[src/rtl/fdiv_ctrl.sv]
// fdiv_ctrl -- run-time programmable clock-divider controller.
//
// Produces a registered divided clock clk_out from clk_in with equal high
// and low phases of active_half cycles each. Divisor changes and start/stop
// are sequenced so that every output period completes: there are no runt
// high or low phases.
//
// Ports:
//   clk_in    in   1      sole clock, rising edge
//   reset_n   in   1      asynchronous active-low reset
//   run       in   1      1 = generate clk_out, 0 = stop after current period
//   cfg_half  in   CNT_W  requested half-period in clk_in cycles (divisor = 2*cfg_half)
//   cfg_valid in   1      cfg_half is valid
//   cfg_ready out  1      controller can accept a configuration (= !pend_vld)
//   clk_out   out  1      divided clock, registered
//   tick      out  1      one-cycle pulse coincident with each clk_out rising edge
//   cfg_err   out  1      one-cycle pulse after a zero cfg_half was consumed
//   busy      out  1      high whenever the controller is not idle
//
// Handshake: a configuration transfers on any rising edge where
// cfg_valid && cfg_ready. A zero value is consumed and discarded (cfg_err
// pulses the following cycle). While idle a value goes straight into
// active_half; while running it is parked in pend_half and takes effect at
// the next period boundary, with cfg_ready low until then.
//
// Build option: define FDIV_CTRL_TICK_EN to include the tick register.
// Without it, tick is tied to 0 and clk_out is unaffected.

module fdiv_ctrl #(
    parameter int CNT_W       = 16,
    parameter int DIV_DEFAULT = 4
) (
    input  logic             clk_in,
    input  logic             reset_n,
    input  logic             run,
    input  logic [CNT_W-1:0] cfg_half,
    input  logic             cfg_valid,
    output logic             cfg_ready,
    output logic             clk_out,
    output logic             tick,
    output logic             cfg_err,
    output logic             busy
);

    typedef enum logic [1:0] {
        IDLE = 2'd0,
        HIGH = 2'd1,
        LOW  = 2'd2
    } state_t;

    localparam logic [CNT_W-1:0] HALF_RST = CNT_W'(DIV_DEFAULT / 2);
    localparam logic [CNT_W-1:0] ONE      = CNT_W'(1);

    state_t           state, state_nxt;
    logic [CNT_W-1:0] cnt, cnt_nxt;
    logic [CNT_W-1:0] active_half, active_half_nxt;
    logic [CNT_W-1:0] pend_half, pend_half_nxt;
    logic             pend_vld, pend_vld_nxt;
    logic             clk_out_nxt;
    logic             cfg_err_nxt;

    logic             xfer;
    logic             xfer_ok;
    logic             phase_end;

    assign cfg_ready = !pend_vld;
    assign busy      = (state != IDLE);
    assign xfer      = cfg_valid && cfg_ready;
    assign xfer_ok   = xfer && (cfg_half != '0);
    // active_half is never zero (zero configurations are rejected), so the
    // subtraction cannot underflow.
    assign phase_end = (cnt == active_half - ONE);

    always_ff @(posedge clk_in or negedge reset_n) begin
        if (!reset_n) begin
            state       <= IDLE;
            cnt         <= '0;
            active_half <= HALF_RST;
            pend_half   <= '0;
            pend_vld    <= 1'b0;
            clk_out     <= 1'b0;
            cfg_err     <= 1'b0;
        end else begin
            state       <= state_nxt;
            cnt         <= cnt_nxt;
            active_half <= active_half_nxt;
            pend_half   <= pend_half_nxt;
            pend_vld    <= pend_vld_nxt;
            clk_out     <= clk_out_nxt;
            cfg_err     <= cfg_err_nxt;
        end
    end

    always_comb begin
        state_nxt       = state;
        cnt_nxt         = cnt;
        active_half_nxt = active_half;
        pend_half_nxt   = pend_half;
        pend_vld_nxt    = pend_vld;
        clk_out_nxt     = clk_out;
        cfg_err_nxt     = xfer && (cfg_half == '0);

        case (state)
            IDLE: begin
                clk_out_nxt = 1'b0;
                // Written before the run check so that a value arriving in
                // the same cycle as run already governs the first period.
                if (xfer_ok) begin
                    active_half_nxt = cfg_half;
                end
                if (run) begin
                    state_nxt   = HIGH;
                    clk_out_nxt = 1'b1;
                    cnt_nxt     = '0;
                end
            end

            HIGH: begin
                if (phase_end) begin
                    state_nxt   = LOW;
                    clk_out_nxt = 1'b0;
                    cnt_nxt     = '0;
                end else begin
                    cnt_nxt = cnt + ONE;
                end
                if (xfer_ok) begin
                    pend_half_nxt = cfg_half;
                    pend_vld_nxt  = 1'b1;
                end
            end

            LOW: begin
                if (phase_end) begin
                    if (pend_vld) begin
                        active_half_nxt = pend_half;
                        pend_vld_nxt    = 1'b0;
                    end
                    cnt_nxt = '0;
                    if (run) begin
                        state_nxt   = HIGH;
                        clk_out_nxt = 1'b1;
                    end else begin
                        state_nxt = IDLE;
                    end
                end else begin
                    cnt_nxt = cnt + ONE;
                end
                // A transfer is only possible while pend_vld is 0, so it never
                // collides with the boundary clear above; one accepted on the
                // boundary cycle waits for the following boundary.
                if (xfer_ok) begin
                    pend_half_nxt = cfg_half;
                    pend_vld_nxt  = 1'b1;
                end
            end

            default: begin
                state_nxt   = IDLE;
                clk_out_nxt = 1'b0;
                cnt_nxt     = '0;
            end
        endcase
    end

`ifdef FDIV_CTRL_TICK_EN
    logic tick_nxt;

    // HIGH is only ever entered from IDLE or LOW, i.e. on a clk_out rise.
    assign tick_nxt = (state_nxt == HIGH) && (state != HIGH);

    always_ff @(posedge clk_in or negedge reset_n) begin
        if (!reset_n) begin
            tick <= 1'b0;
        end else begin
            tick <= tick_nxt;
        end
    end
`else
    assign tick = 1'b0;
`endif

endmodule
[config.mk]
export PLATFORM = sky130hd
export DESIGN_NAME = fdiv_ctrl
export DESIGN_NICKNAME = d
export VERILOG_FILES = /design/src/rtl/fdiv_ctrl.sv
export SDC_FILE = /design/constraint.sdc
export NUM_CORES = 1
export LEC_CHECK = 0
export BUFFER_PORTS_ARGS = -buffer_cell sky130_fd_sc_hd__buf_2
export CORE_UTILIZATION = 54
export DETAILED_ROUTE_END_ITERATION = 7
export PLACE_DENSITY_LB_ADDON = 0.15
export SLEW_MARGIN = 15
export SYNTH_ARGS = -nofsm -noshare
export SYNTH_HDL_FRONTEND = slang
export SYNTH_SLANG_ARGS = --single-unit
[constraint.sdc]
create_clock -name clk_in -period 3 [get_ports clk_in]
set_clock_uncertainty 0.15 [all_clocks]
set_input_delay 0.6 -clock clk_in [delete_from_list [all_inputs] [get_ports clk_in]]
set_output_delay 0.6 -clock clk_in [all_outputs]
set_load 0.01 [all_outputs]
==> results.toml <==
[die]
coreArea_sq_um = 5540
initial_core_util_pct = 56.3
ioPinCount = 25
die-area_sq_um = 6080
placementRows = 27
die-height_um = 78.0
die_width_um = 78.0

[clocking]
clockRootBuffer = "sky130_fd_sc_hd__clkbuf_8"
clock_pin_transition_on_the_worst_setup_and_hold_timing_paths_ns = 0.10
tritoncts.num_buffers = 5
postCtsHoldBufs = 0
clk-insertion-delay-late_ns = 0.31
tritoncts = "done"
cts-htree-levels = 2
cts.sink_count = 53
cts-root-to-sink-buffers = 2

[yosys]
dominantRegCellSynth = "sky130_fd_sc_hd__dfrtp_1"
post_synth_and_or_nand_nor_area_fraction_pct = 21.7
synthXorXnorAreaFrac_pct = 8.71
asyncSetResetFlopFracSynth_pct = 100
fraction_of_the_mapped_netlist_area_in_compound_gates_pct = 13.2
synth-seq-cells = 53
yosysWarningCount = 0
share_of_the_yosys_chip_area_belonging_to_registers_pct = 42.6
number_of_synthesized_flops_with_an_enable_pin = 0
synthDistinctLibCells = 55
post_synth_instance_area_sq_um = 3120
yosys-mux-area-fraction_pct = 6.82
synth_fa_ha_area_share_pct = 2.81
synth_cells = 299
synth_top_family_by_area = "simple AND/OR/NAND/NOR gates"
syn_avg_cell_area_sq_um = 10.4
synthesized_nets = 326

[global_route]
grt_pass1_wl_um = 10800
grt_antenna_before_repair = 0
pin_count_of_the_biggest_net_entering_global_routing = 36
grt_pass1_vias = 2260
grt_overflow_total = 0
grt_use_total_pct = 23.0

[finish]
area_delta_synth_final_pct = 14.9
fraction_of_layout_cells_with_a_size_suffix_above_1_pct = 31.2
n_antenna_cell = 0
finalInstanceArea_sq_um = 3580
num-nets-final = 363

[critical_path]
critPathMaxFanout = 14
critPathArrivalTime_ns = 2.95
critical_path.cell_chain = "or4_4 > nor3_4 > mux2_4 > o21ai_4 > nand4_4 > or3_4 > buf_6 > o221a_1"
worstReg2RegEnd = "active_half[3]"
cp_slowest_cell = "sky130_fd_sc_hd__or4_4"
ff2ff_path_depth = 8
setup_crit_start_kind = "register"
r2r_startpoint = "active_half[4]"
setup.worst_path.end_class = "register"
timing.critical_path.slowest_cell_delay_ns = 0.60
reg2reg_slack_ns = 0.10
required_arrival_time_at_the_worst_endpoint_ns = 3.06
critical_path_class = "reg -> reg"

[timing]
slew_violations = 0
finalWorstPathRequiredPeriod_ns = 2.90
final.period_utilization_pct = 96.6
maxSlewHeadroom_pct = 63.7
max_slew.worst_pin.slew_ns = 0.541
setup_repair_after_global_routing_missed_its_margin = "true"
hold_viol = 0
setup_tns_ns = 0
final_setup_vio_count = 0
fmax_mhz = 345

[pwr]
power_leakage_nw = 1.52
comb_power_share_pct = 42.8
peakVddDrop_uv = 496
sequentialPowerShare_pct = 42.7
internal_power_mw = 1.75
power.share.switching_pct = 39.5
finalPower_mw = 2.89
power.density_nw_per_um2 = 807
power.switching_mw = 1.14
clkPwrFrac_pct = 14.5

[placed_design]
routabilityCongestion = 0.878
place.detailed.hpwl_um = 4660
port-buffer-count = 23
dpl_cell_area_sq_um = 3440

[worst_hold_path]
class_of_the_most_critical_hold_timing_path = "in -> async"

[flow_run]
maxCapViolCount = 0

[drt]
route.detailed.drc = 0
postRouteAntennaNets = 0
detail_route.vias_per_cell = 5.67
vias = 2321
drt_wl_total_um = 6380
average_detailed_routed_wire_length_per_instance_um = 15.6
dr.first_iter.drc_count = 71
drt-pass1-iter-count = 4

[status]
outcome = "completed"
-- logic make-up (layout without fill, tap and decap cells) --
| group | count (synthesis) | count (layout) |
|---|---|---|
| AOI/OAI and AO/OA | 48 | 48 |
| xor gates and xnor gates | 31 | 31 |
| adders and majority gates | 7 | 7 |
| buffers and inverters | 27 | 65 |
| DFF | 53 | 53 |
| muxes | 19 | 19 |
| other | 1 | 1 |
| and+or+nand+nor | 113 | 113 |
-- metrics by stage --
step	util (%)	std cells	setup slack, ns	hold WS (ns)
after global placement	62.1	400	0.0167	0.336
after detailed placement	62.1	400	-0.0483	0.350
after CTS	63.8	408	0.00187	0.0867
after floorplan	-	299	-0.00492	0.154
final	64.6	409	0.102	0.0735
after global routing	64.6	409	-0.0264	0.0974
-- final cells by class --
type | count | area, sq um
clock buffer | 5 | 68.8
multi-input combinational | 219 | 1740
fill | 436 | 1960
timing repair buffer | 43 | 282
tap | 72 | 90.1
clock inverter | 3 | 21.3
inverter | 14 | 52.6
sequential | 53 | 1330
-- placed cells by master (no fill, tap or decap), types with 2 or more instances in the layout --
cell                       synthesis  routed
sky130_fd_sc_hd__clkbuf_8          0       5
sky130_fd_sc_hd__ha_1              7       7
sky130_fd_sc_hd__o221a_1          14      14
sky130_fd_sc_hd__nor3_1            8       7
sky130_fd_sc_hd__nand3_1          16      16
sky130_fd_sc_hd__o21bai_1          2       2
sky130_fd_sc_hd__a31oi_1           4       4
sky130_fd_sc_hd__mux2_2           18      17
sky130_fd_sc_hd__nor4_1            8       7
sky130_fd_sc_hd__nand4_1           4       4
sky130_fd_sc_hd__o221a_2           2       2
sky130_fd_sc_hd__dfrtp_1          52      52
sky130_fd_sc_hd__nand2b_1          4       4
sky130_fd_sc_hd__buf_4             1      18
sky130_fd_sc_hd__or2_2            17      17
sky130_fd_sc_hd__and3_1            5       5
sky130_fd_sc_hd__or4_4             0       2
sky130_fd_sc_hd__o22ai_1           3       3
sky130_fd_sc_hd__inv_1            14      14
sky130_fd_sc_hd__xnor2_1          14      14
sky130_fd_sc_hd__nor3b_1           2       2
sky130_fd_sc_hd__nor4_4            1       3
sky130_fd_sc_hd__a21oi_2           1       2
sky130_fd_sc_hd__o21ai_0           5       5
sky130_fd_sc_hd__nand3b_1          2       2
sky130_fd_sc_hd__buf_2             4      23
sky130_fd_sc_hd__xor2_1           17      17
sky130_fd_sc_hd__nor4_2            3       2
sky130_fd_sc_hd__nor3_4            1       2
sky130_fd_sc_hd__a21oi_1           3       2
sky130_fd_sc_hd__nand2_1          15      15
sky130_fd_sc_hd__nor2_1           17      17
-- power by group through the flow --
stage	Combinational (mW)	Clock, mW	Sequential (mW)
final	1.24	0.418	1.23
after global routing	1.37	0.451	1.28
after CTS	1.19	0.429	1.23
after detailed placement	1.18	0	1.24
after global placement	1.16	0	1.23
after floorplan	0.902	0	1.16
-- routing by layer --
metal	wire length (um)	vias up	GRT usage [%]	share of wire [%]
met4	74	0	6.48	1.2
li1	-	1159	-	-
met3	137	6	3.88	2.1
met5	0	-	0	0
met1	3260	1124	33.3	51
met2	2900	32	35.7	45
-- worst max-delay path, delay by kind of cell (launching register included) --
family / cells / cell delay [ns]
flip-flops: 1 / 0.45
buffers and inverters: 1 / 0.16
AO/OA/AOI/OAI: 2 / 0.41
multiplexers: 1 / 0.33
AND/OR/NAND/NOR: 4 / 1.28
-- state kept, by name, indices dropped and copies added, names as in the netlist --
name         count
active_half     16
cfg_err          1
clk_out          1
cnt             16
pend_half       16
pend_vld         1
state            2
-- repair_timing --
action | in CTS | in global routing
pin swaps | 0 | 2
buffers inserted | 0 | 1
endpoints found under the hold margin | 0 | 0
resized for setup | 1 | 7
endpoints found under the setup margin | 15 | 20
-- cell usage after synthesis, types with 5 or more instances --
library cell | instances | area share, %
sky130_fd_sc_hd__and3_1 | 5 | 1.0
sky130_fd_sc_hd__clkbuf_1 | 6 | 0.72
sky130_fd_sc_hd__dfrtp_1 | 52 | 42
sky130_fd_sc_hd__ha_1 | 7 | 2.8
sky130_fd_sc_hd__inv_1 | 14 | 1.7
sky130_fd_sc_hd__mux2_2 | 18 | 6.5
sky130_fd_sc_hd__nand2_1 | 15 | 1.8
sky130_fd_sc_hd__nand3_1 | 16 | 2.6
sky130_fd_sc_hd__nor2_1 | 17 | 2.0
sky130_fd_sc_hd__nor3_1 | 8 | 1.3
sky130_fd_sc_hd__nor4_1 | 8 | 1.6
sky130_fd_sc_hd__o21ai_0 | 5 | 0.80
sky130_fd_sc_hd__o221a_1 | 14 | 5.1
sky130_fd_sc_hd__or2_2 | 17 | 3.4
sky130_fd_sc_hd__xnor2_1 | 14 | 3.9
sky130_fd_sc_hd__xor2_1 | 17 | 4.8
-- worst max path at each step --
stage | start | to | slack, ns
finish | active_half[4] | active_half[3] | 0.10
global route | active_half[1] | active_half[13] | -0.03
CTS | active_half[0] | active_half[3] | 0.002
detailed placement | active_half[0] | active_half[3] | -0.05
global placement | active_half[1] | active_half[14] | 0.02
floorplan | active_half[0] | active_half[8] | -0.005
Power figures use the tool's default switching activity.
